### src/rtl/shift_arbiter.sv
// Two-requester arbiter in front of a shared 16-bit logical right barrel shifter,
// followed by a one-entry result register. Define SHIFT_ARB_RR_EN for round-robin ties.
module shift_arbiter (
  input  logic        clk,
  input  logic        reset,
  input  logic        in0_valid,
  output logic        in0_ready,
  input  logic [16:1] in0_a,
  input  logic [4:1]  in0_shift,
  input  logic        in1_valid,
  output logic        in1_ready,
  input  logic [16:1] in1_a,
  input  logic [4:1]  in1_shift,
  output logic        out_valid,
  input  logic        out_ready,
  output logic [16:1] out_data,
  output logic        out_src
);

  // Handshake: a transfer happens on a rising edge where valid && ready; inX_ready is
  // a combinational function of inX_valid, the other valid, out_ready and state only.
  localparam logic [0:0] ST_EMPTY = 1'b0;
  localparam logic [0:0] ST_FULL  = 1'b1;

  logic [0:0]  state_q, state_d;
  logic [16:1] data_q, data_d;
  logic        src_q, src_d;
  logic        space;
  logic        tie_grant;
  logic        grant;
  logic        accept;
  logic [16:1] sel_a;
  logic [4:1]  sel_shift;

`ifdef SHIFT_ARB_RR_EN
  logic last_grant_q, last_grant_d;

  always_comb begin
    tie_grant    = ~last_grant_q;
    last_grant_d = accept ? grant : last_grant_q;
  end

  always_ff @(posedge clk) begin
    if (reset) last_grant_q <= 1'b1;
    else       last_grant_q <= last_grant_d;
  end
`else
  always_comb tie_grant = 1'b0;
`endif

  always_comb begin
    space     = (state_q == ST_EMPTY) || out_ready;
    grant     = (in0_valid && in1_valid) ? tie_grant : ~in0_valid;
    in0_ready = !reset && space && in0_valid && !grant;
    in1_ready = !reset && space && in1_valid && grant;
    accept    = in0_ready || in1_ready;
    sel_a     = grant ? in1_a : in0_a;
    sel_shift = grant ? in1_shift : in0_shift;
  end

  // A drain and a new accept on the same edge simply reload the register.
  always_comb begin
    state_d = state_q;
    data_d  = data_q;
    src_d   = src_q;
    if (accept) begin
      state_d = ST_FULL;
      data_d  = sel_a >> sel_shift;
      src_d   = grant;
    end else if (out_ready) begin
      state_d = ST_EMPTY;
    end
  end

  always_ff @(posedge clk) begin
    if (reset) begin
      state_q <= ST_EMPTY;
      data_q  <= 16'h0000;
      src_q   <= 1'b0;
    end else begin
      state_q <= state_d;
      data_q  <= data_d;
      src_q   <= src_d;
    end
  end

  always_comb begin
    out_valid = (state_q == ST_FULL);
    out_data  = data_q;
    out_src   = src_q;
  end

endmodule

### config.mk
export PLATFORM = sky130hd
export DESIGN_NAME = shift_arbiter
export DESIGN_NICKNAME = d
export VERILOG_FILES = /design/src/rtl/shift_arbiter.sv
export SDC_FILE = /design/constraint.sdc
export NUM_CORES = 1
export LEC_CHECK = 0
export BUFFER_PORTS_ARGS = -buffer_cell sky130_fd_sc_hd__buf_2
export CAP_MARGIN = 30
export CORE_ASPECT_RATIO = 0.9
export CORE_MARGIN = 1
export CORE_UTILIZATION = 40
export CTS_CLUSTER_DIAMETER = 120
export DETAILED_ROUTE_END_ITERATION = 7
export HOLD_SLACK_MARGIN = 0.15
export PLACE_DENSITY = 0.69
export SLEW_MARGIN = 25
export SYNTH_ARGS = -nofsm -noshare
export SYNTH_HDL_FRONTEND = slang
export SYNTH_SLANG_ARGS = --single-unit
### constraint.sdc
create_clock -name clk -period 2.2 [get_ports clk]
set_input_delay 0.44 -clock clk [delete_from_list [all_inputs] [get_ports clk]]
set_output_delay 0.44 -clock clk [all_outputs]
set_load 0.02 [all_outputs]
==> flow_summary.ini <==
[global_routing]
grt.overflow.total = 0
grtUsageTotal_pct = 23.0
grt_pass1_vias = 1805
grt_max_degree = 22
antenna_found_initial = 0
grt_pass1_wl_microns = 8360

[worst_setup_path]
r2r-start = out_valid
startpoint = in0_valid
required_ps = 2360
cp_max_fo = 21
worst-setup-path-type = input pin to register
reg2reg_slack_ps = 480
r2r_cells = 5
arrival_ps = 2040
cp-end-kind = register
rr_endpoint = out_data[2]
cp-start-kind = input pin

[synthesis]
synth_area_sq_mm = 0.00173
yosysWarnings = 0
synth_area_leaders = dfxtp_1 21%, mux2i_1 18%, mux2_2 11%
yosysTopAreaCell = dfxtp_1
synth-seq-area-share_pct = 20.9
synth_edf_count = 0
ys.flop_type = dfxtp_1
synth_cells = 201
synth.top_cell.area_share_pct = 20.9
async_flop_share_pct = 0
syn_avg_cell_area_sq_um = 8.60
synth.distinct_cells = 45
synth-seq-cells = 18
syn-num-nets = 246

[timing]
maxSlewViolCount = 0
finalSetupViolCount = 0
finalCriticalPeriod_ps = 1880
fin_setup_tns_ps = 0
slew_headroom_pct = 73.5
rsz0062_at_grt = false
hold-worst-slack_ps = 434
worst_pin_slew_ps = 389
clock-skew-final_ps = 2.11
hold_violations = 0
fmax_mhz = 532
setup_ws_ps = 321
finalCritPeriodShare_pct = 85.4

[clock_tree]
cts_max_path_buffers = 2
postCtsHoldBufs = 0
cts_tree = yes
clkTransAtPathRegs_ps = 70
root_buffer = clkbuf_8
cts.sinks = 18
cts_made_buffers = 3
cts_resized = 0
clk_latency_ps = 250
htreeDepth = 1
post-cts-setup-buffers = 0

[layout]
multi_input_area_sq_mm = 0.00127
fillerInstances = 397
final_area_sq_mm = 0.00231
n_antenna_cell = 0
drive_gt1_share_pct = 42.8
fin_cells = 331
seqCellArea_sq_um = 360
layout.nets = 329
synthToLayoutAreaGrowth_pct = 33.5

[floorplan]
fp.dieH_microns = 64.4
rows = 22
ios = 65
dieArea_sq_mm = 0.00459
dieWidth_microns = 71.3
core_area_sq_mm = 0.00410
initial_core_util_pct = 42.1

[routing]
vias = 1831
drt_iter0_drc = 91
ant_nets = 0
drc = 4
wl_per_cell_microns = 14.4
drt_pass1_iterations = 6
via_per_inst = 5.53
wirelength_microns = 4770

[place]
dp_cells = 327
port-buffer-count = 64
place_area_sq_mm = 0.00225
preCtsSetupSlack_ps = 58.2
hpwl_microns = 3910
gp_congestion = 0.905

[job]
drv_cap = 0

[min_path]
holdCritStartpoint = out_data[10]
hold_class = register to register
timing.hold.worst_path_depth = 2
min_delay_worst_endpoint = out_data[10]

[run_status]
status = finished with violations
violations = design-rule violations

[power_and_ir_drop]
power.density_mw_per_mm2 = 487
power.leakage_nw = 1.07
ir_drop_v = 0.000254
synthesized netlist by cell type, types with 2 or more instances:
cell	instances
a211oi_1	6
nand2_1	11
clkbuf_1	4
buf_4	2
nor3b_1	2
o211ai_1	4
dfxtp_1	18
mux2i_4	3
mux4_2	2
buf_6	2
buf_2	4
mux2_2	17
a21oi_1	7
nand3_1	3
nor2_1	31
nor3_2	2
nor4_1	2
o31ai_1	2
a31oi_1	3
nand2b_1	4
mux2i_1	31
o21ai_0	5
nor3_1	3
a311oi_1	3
nor2b_1	3
o21ai_1	3
a22oi_1	6
power breakdown:
group | switching [mW] | internal [mW] | total (mW)
Sequential | 0.0114 | 0.350 | 0.361
Combinational | 0.266 | 0.230 | 0.496
Clock | 0.107 | 0.159 | 0.266
Total | 0.385 | 0.738 | 1.12
per-layer routing:
metal	vias up	global-route usage, %	share of wire (%)
li1	927	-	-
met1	845	30.7	48
met2	57	39.2	46
met3	2	4.57	5.9
met4	0	3.00	0.17
met5	-	0	0
placed cells by master (no fill, tap or decap), types with 2 or more instances in the layout:
cell and n:
buf_2 64, nor2_1 31, mux2i_1 31, buf_4 26, dfxtp_1 18, mux2_2 17, nand2_1 11, a21oi_1 7
a22oi_1 6, a211oi_1 6, o21ai_0 5, o211ai_1 4, nand2b_1 4, clkbuf_8 4, nor2b_1 3, mux2i_4 3
a31oi_1 3, o21ai_1 3, nor3_1 3, nand3_1 3, a311oi_1 3, nor3b_1 2, nor3_2 2, o31ai_1 2
mux4_2 2, nor4_1 2, buf_12 2
critical path, cell delays in order:
cell and delay, ps:
buf_2 140, buf_12 180, mux2_2 430, buf_4 190, nor2_1 230, a22oi_1 150, a311oi_1 270
sequential cells by signal, indices dropped and copies added (netlist names):
signal and flops:
out_valid 1, out_src 1, out_data 16
metrics by stage:
stage / util, % / total power, mW
3_3_place_gp: 54.9 / 0.861
3_5_place_dp: 54.9 / 0.859
4_1_cts: 56.3 / 1.14
6_report: 56.3 / 1.12
5_1_grt: 56.3 / 1.21
2_1_floorplan: - / 0.678
cell type report:
class                      count  area share (%)
multi-input combinational    168            55.2
tap                           48            2.60
inverter                       1           0.163
sequential                    18            15.6
clock buffer                   4            2.39
timing repair buffer          92            24.1
how the worst max path moves through the flow:
stage | endpoint | slack [ps] | cells after the start
final | out_data[7] | 320 | 7
after global routing | out_data[5] | 190 | 7
after CTS | out_data[6] | 320 | 6
after global placement | out_data[2] | 70 | 7
after floorplan | in1_ready | 60 | 4
after detailed placement | out_data[6] | 60 | 6
logic make-up after synthesis:
group | synth area share (%)
AOI/OAI and AO/OA | 20.3
buffers and inverters | 5.50
muxes | 35.6
DFF | 20.9
and+or+nand+nor | 17.8
Note: power is estimated with default switching activity, not from simulation.
